File: config.mk
export PLATFORM = sky130hd
export DESIGN_NAME = bidir_bus_arbiter_flat
export DESIGN_NICKNAME = d
export VERILOG_FILES = /design/src/rtl/bidir_bus_arbiter_pkg.sv /design/src/rtl/bidir_bus_arbiter_if.sv /design/src/rtl/bidir_bus_arbiter_rr_pick.sv /design/src/rtl/bidir_bus_arbiter.sv /design/src/flat_wrapper.sv
export SDC_FILE = /design/constraint.sdc
export NUM_CORES = 1
export LEC_CHECK = 0
export CELL_PAD_IN_SITES_DETAIL_PLACEMENT = 1
export CELL_PAD_IN_SITES_GLOBAL_PLACEMENT = 1
export CORE_AREA = 2 2 76 56
export DETAILED_ROUTE_END_ITERATION = 10
export DIE_AREA = 0 0 78 58
export GPL_TIMING_DRIVEN = 0
export HOLD_SLACK_MARGIN = 0.1
export MAX_ROUTING_LAYER = met4
export PLACE_DENSITY = 0.76
export SLEW_MARGIN = 20
export SYNTH_ARGS = -nofsm -noshare
export SYNTH_HDL_FRONTEND = slang
export SYNTH_HIERARCHICAL = 1
export SYNTH_SLANG_ARGS = --single-unit
File: constraint.sdc
create_clock -name clk -period 2 [get_ports clk]
set_input_delay 0.4 -clock clk [delete_from_list [all_inputs] [get_ports clk]]
set_output_delay 0.4 -clock clk [all_outputs]
set_load 0.01 [all_outputs]
File: src/rtl/bidir_bus_arbiter_pkg.sv
// bidir_bus_arbiter_pkg: FSM state encodings and pad direction constants shared by the arbiter files
package bidir_bus_arbiter_pkg;
  localparam logic [1:0] ST_IDLE = 2'd0;
  localparam logic [1:0] ST_GRANT = 2'd1;
  localparam logic [1:0] ST_TURN = 2'd2;
  localparam logic DIR_WRITE = 1'b1;
  localparam logic DIR_READ = 1'b0;
endpackage

File: src/rtl/bidir_bus_arbiter_if.sv
// bidir_bus_arbiter_if: requester bundle; req/req_dir/last toward the arbiter, registered gnt/bus_oe/bus_dir/busy/beat_cnt back
interface bidir_bus_arbiter_if #(parameter int NREQ = 4);
  logic [NREQ-1:0] req, req_dir, last, gnt;
  logic bus_oe, bus_dir, busy;
  logic [7:0] beat_cnt;
  modport master (input req, req_dir, last, output gnt, bus_oe, bus_dir, busy, beat_cnt);
  modport slave (output req, req_dir, last, input gnt, bus_oe, bus_dir, busy, beat_cnt);
endinterface

File: src/rtl/bidir_bus_arbiter_rr_pick.sv
// bidir_bus_arbiter_rr_pick: combinational round-robin picker; req/ptr in, idx = first set req at or after ptr (mod N), valid = any req
module bidir_bus_arbiter_rr_pick #(
  parameter int N = 4,
  parameter int W = $clog2(N)
) (
  input  logic [N-1:0] req,
  input  logic [W-1:0] ptr,
  output logic [W-1:0] idx,
  output logic         valid
);
  logic [W-1:0] j;
  always_comb begin
    idx = '0;
    j = '0;
    valid = |req;
    for (int i = N - 1; i >= 0; i--) begin
      j = W'((int'(ptr) + i) % N);
      idx = req[j] ? j : idx;
    end
  end
endmodule

File: src/rtl/bidir_bus_arbiter.sv
// bidir_bus_arbiter: round-robin owner control for a shared tristate bus; clk, rst, bus (master: req/req_dir/last in, gnt/bus_oe/bus_dir/busy/beat_cnt out)
module bidir_bus_arbiter
  import bidir_bus_arbiter_pkg::*;
#(
  parameter int NREQ = 4,
  parameter int TURN = 1,
  parameter int MAXHOLD = 8
) (
  input logic clk,
  input logic rst,
  bidir_bus_arbiter_if.master bus
);
  localparam int W = $clog2(NREQ);
  logic [1:0] state, tcnt;
  logic [W-1:0] owner, rr_ptr, win;
  logic win_v, beat, rel;
  logic [NREQ-1:0] gnt;
  logic bus_oe, bus_dir, busy;
  logic [7:0] beat_cnt;
  bidir_bus_arbiter_rr_pick #(.N(NREQ), .W(W)) u_pick (.req(bus.req), .ptr(rr_ptr), .idx(win), .valid(win_v));
  assign beat = bus.req[owner];
  // last and the hold limit collapse into a single release
  assign rel = !beat || bus.last[owner] || beat_cnt == 8'(MAXHOLD - 1);
  assign bus.gnt = gnt;
  assign bus.bus_oe = bus_oe;
  assign bus.bus_dir = bus_dir;
  assign bus.busy = busy;
  assign bus.beat_cnt = beat_cnt;
  always_ff @(posedge clk) begin
    if (rst) begin
      state <= ST_IDLE;
      tcnt <= '0;
      owner <= '0;
      rr_ptr <= '0;
      gnt <= '0;
      bus_oe <= 1'b0;
      bus_dir <= DIR_READ;
      busy <= 1'b0;
      beat_cnt <= '0;
    end else if (state == ST_IDLE) begin
      if (win_v) begin
        state <= ST_GRANT;
        owner <= win;
        gnt <= NREQ'(1) << win;
        bus_dir <= bus.req_dir[win];
        bus_oe <= bus.req_dir[win] == DIR_WRITE;
        busy <= 1'b1;
        beat_cnt <= '0;
        rr_ptr <= win == W'(NREQ - 1) ? '0 : win + 1'b1;
      end
    end else if (state == ST_GRANT) begin
      if (beat && beat_cnt != 8'hff) beat_cnt <= beat_cnt + 1'b1;
      if (rel) begin
        gnt <= '0;
        bus_oe <= 1'b0;
        tcnt <= '0;
        state <= TURN > 0 ? ST_TURN : ST_IDLE;
        busy <= TURN > 0;
        bus_dir <= TURN > 0 ? bus_dir : DIR_READ;
      end
    end else if (state == ST_TURN && tcnt != 2'(TURN - 1)) begin
      tcnt <= tcnt + 1'b1;
    end else begin
      state <= ST_IDLE;
      busy <= 1'b0;
      bus_dir <= DIR_READ;
    end
  end
endmodule
File: src/flat_wrapper.sv
// flat-port wrapper written by rule: the top's interface ports become plain ports
module bidir_bus_arbiter_flat import bidir_bus_arbiter_pkg::*;
#(
  parameter int NREQ = 4,
  parameter int TURN = 1,
  parameter int MAXHOLD = 8
)
  (clk, rst, bus_req, bus_req_dir, bus_last, bus_gnt, bus_bus_oe, bus_bus_dir, bus_busy, bus_beat_cnt);
  bidir_bus_arbiter_if #(.NREQ(NREQ)) bus_i ();
  input logic clk;
  input logic rst;
  input wire logic [$bits(bus_i.req)-1:0] bus_req;
  input wire logic [$bits(bus_i.req_dir)-1:0] bus_req_dir;
  input wire logic [$bits(bus_i.last)-1:0] bus_last;
  output wire logic [$bits(bus_i.gnt)-1:0] bus_gnt;
  output wire logic [$bits(bus_i.bus_oe)-1:0] bus_bus_oe;
  output wire logic [$bits(bus_i.bus_dir)-1:0] bus_bus_dir;
  output wire logic [$bits(bus_i.busy)-1:0] bus_busy;
  output wire logic [$bits(bus_i.beat_cnt)-1:0] bus_beat_cnt;
  assign bus_i.req = bus_req;
  assign bus_i.req_dir = bus_req_dir;
  assign bus_i.last = bus_last;
  assign bus_gnt = bus_i.gnt;
  assign bus_bus_oe = bus_i.bus_oe;
  assign bus_bus_dir = bus_i.bus_dir;
  assign bus_busy = bus_i.busy;
  assign bus_beat_cnt = bus_i.beat_cnt;
  bidir_bus_arbiter #(.NREQ(NREQ), .TURN(TURN), .MAXHOLD(MAXHOLD)) u_core (.clk(clk), .rst(rst), .bus(bus_i));
endmodule
==> metrics.md <==
| Metric | Value |
|---|---|
| # hold bufs at CTS | 0 |
| Lkg Pwr | approximately 0.6 nW |
| # port buffers | 28 |
| Unrepaired setup endpoints after global routing | false |
| DR iter-0 viols | 57 |
| Setup Total Neg Slack | 0 ns |
| Synth area leader | dfxtp_1 |
| EDFF count, synth | 0 |
| Initial antenna violation count | 0 |
| Total number of vias | 1342 |
| Avg WL per Cell | between 15 and 20 µm |
| Crit path max fanout | 10 |
| Root Buffer Master | clkbuf_8 |
| Clock skew | between 0.004 and 0.005 ns |
| Most frequent CP cell | nor2_1 |
| Main synth FF type | dfxtp_1 |
| DP Area | about 1700 µm² |
| H-tree depth | 1 |
| DRC | 0 |
| P per Cell Area | 687.1 nW/µm² |
| Final core occ | 0.4533 |
| Count of final setup violators | 0 |
| Peak Freq | around 550 MHz |
| Most frequent cells in the layout | clkdlybuf4s50_1, dfxtp_1, nand2_1, nand3_1, a21oi_1 |
| Final hold slack | between 0.4 and 0.5 ns |
| Routed WL | between 3000 and 4000 µm |
| CTS tree | built |
| First-pass GRT wire length | 6555 µm |
| Die H | a little under 60 µm |
| Maximum vdd drop | between 0.3 and 0.4 mV |
| Starting Density | 0.3467 |
| Die width | a little under 80 µm |
| Nets@finish | 213 |
| Total Power | ~1.2 mW |
| Share of the yosys chip area belonging to registers | 0.3491 |
| Worst-Skew Late Latency | about 0.27 ns |
| Syn nets | between 150 and 200 |
| Largest net degree at the start of global routing | 13 |
| Crit path time final | around 1.8 ns |
| Clock-pin slew on the worst setup and hold paths | roughly 0.09 ns |
| Post-synth ARST share | 0 |
| Post-Syn Area per Cell | between 8 and 9 µm² |
| Hpwl dp | around 3000 µm |
| Netlist cell types | 37 |
| Ant. Diodes | 0 |
| Seq cells post-synth | 23 |
| Total global-route track usage | 0.1910 |
| Worst path max stage delay | roughly 0.44 ns |
| Synth Instances | 159 |
| Vias in the first global route | approximately 1400 |
| DR vias/cell | around 5.5 |
| Yosys top cell area share | 0.3491 |
| Post-DRT Antenna Nets | 0 |
| Layout cells sized above 1 | 0.08854 |
| Drt pass-1 iters | 4 |
| Endpoints failing hold | 0 |
| Max clock buf depth | 2 |
| GR Overflow Total | 0 |
| Startpoint types | primary input |
| GPL Wtd Cong | between 0.7 and 0.8 |
| Status | finished clean |
| Period utilization | 0.9125 |
| TritonCTS Buffers | 3 |
| Sequential cell area | around 460 µm² |
| Non-Filler Cell Area, Final | approximately 1700 µm² |
| Max_cap viols | 0 |
| Area growth syn-to-layout | 30.74% |
| Synth top area cells | dfxtp_1, ha_1, a21oi_1 |
| Row cnt | 19 |
| CP cell instances | dlygate4sd2_1 > nor2_1 > nand2_2 > or3b_2 > buf_2 > buf_4 > a21oi_1 > nor2_1 |
| Clock sinks | 23 |
| DIE AREA | around 4500 µm² |
| Critical path capture point type | flop |
| Fin. max-slew vios | 0 |
| Max-slew headroom | 0.5704 |
| I/O pins | 29 |
| Slowest cell on crit path | or3b_2 |
| Total core area | roughly 3800 µm² |
| Measured slew at the worst slew-check pin | between 0.6 and 0.7 ns |
| Multi-input logic area | roughly 800 µm² |
| Yosys warning count | 6 |
| WP data required | between 2 and 2.5 ns |
| Layout fillers | roughly 470 |
| Critical setup path kind | primary input to flop |
| CP arrival | around 2.0 ns |
| Hold crit path type | flop to flop |
| Most common cell after layout, fill and taps aside | clkdlybuf4s50_1 |
| Synthesized area | about 1300 µm² |
## cell families after synthesis
family                     Yosys count  share of synthesized area
AOI/OAI and AO/OA                   37                     0.1869
adders and majority gates            6                    0.05692
buffers and inverters               15                    0.05123
DFF                                 23                     0.3491
muxes                                4                    0.05882
and+or+nand+nor                     74                     0.2970
## layer usage
metal,up-vias,GRT usage,wire length [µm],share of wire
li1,656,-,-,-
met5,-,-,0,0
met3,6,0.04673,179,0.046
met2,32,0.3214,1912,0.49
met4,0,0.05764,44,0.011
met1,648,0.2298,1765,0.45
## repair_timing
action	CTS	global route
gates resized for setup	7	0
endpoints found under the setup margin	11	0
hold endpoints to repair	0	0
setup buffers	1	0
## cell usage after synthesis, types with 3 or more instances
| cell type | count |
|---|---|
| nand3_1 | 14 |
| ha_1 | 6 |
| a31oi_1 | 6 |
| buf_2 | 3 |
| or4_1 | 3 |
| nor2_1 | 11 |
| clkbuf_1 | 5 |
| o21ai_0 | 5 |
| dfxtp_1 | 23 |
| inv_1 | 6 |
| nand4_1 | 8 |
| nand2b_1 | 4 |
| nand2_1 | 18 |
| a21oi_1 | 14 |
| o31ai_1 | 3 |
| nor2b_1 | 4 |
| or3_1 | 4 |
| mux4_2 | 3 |
## where the power goes
part           switching, mW  internal (mW)  total (mW)
registers             0.0345          0.496       0.530
clock network          0.160          0.143       0.303
logic                  0.194          0.157       0.352
## path summary, 6_finish.rpt
path / startpoint / end / slack [ns] / cells past startpoint
worst max register to register: u_core/rr_ptr[0] / u_core/bus.bus_oe / 0.20 / 6
worst min register to register: u_core/bus.bus_dir / u_core/bus.bus_dir / 0.50 / 2
worst max-delay path: bus_req[0] / u_core/rr_ptr[0] / 0.17 / 8
worst min-delay path: u_core/bus.bus_dir / u_core/bus.bus_dir / 0.50 / 2
## sequential cells by signal, indices dropped and copies added (netlist names)
signal,flops
u_core/owner,2
u_core/bus.gnt,4
u_core/bus.bus_dir,1
u_core/bus.bus_oe,1
u_core/state,2
u_core/bus.busy,1
u_core/bus.beat_cnt,8
u_core/tcnt,2
u_core/rr_ptr,2
## metrics by stage
| step | std cells | setup WS, ns |
|---|---|---|
| finish | 244 | 0.1749 |
| global placement | 239 | -0.4544 |
| floorplan | 159 | 0.2896 |
| CTS | 244 | 0.1973 |
| detailed placement | 239 | -0.5114 |
| global route | 244 | 0.02019 |
## layout make-up
class                           instances  share of cell area
Multi-Input combinational cell        121              0.4644
Sequential cell                        23              0.2671
Timing Repair Buffer                   29              0.1640
Tap cell                               52             0.03774
Buffer                                  9             0.02758
Clock buffer                            4             0.02612
Inverter                                6             0.01306
## critical path: cells and delay by family
| family | cells | cell delay, ns |
|---|---|---|
| AND/OR/NAND/NOR | 4 | 0.72 |
| AO/OA/AOI/OAI | 1 | 0.15 |
| buffers and inverters | 3 | 0.69 |
(Power assumes the default switching activity.)
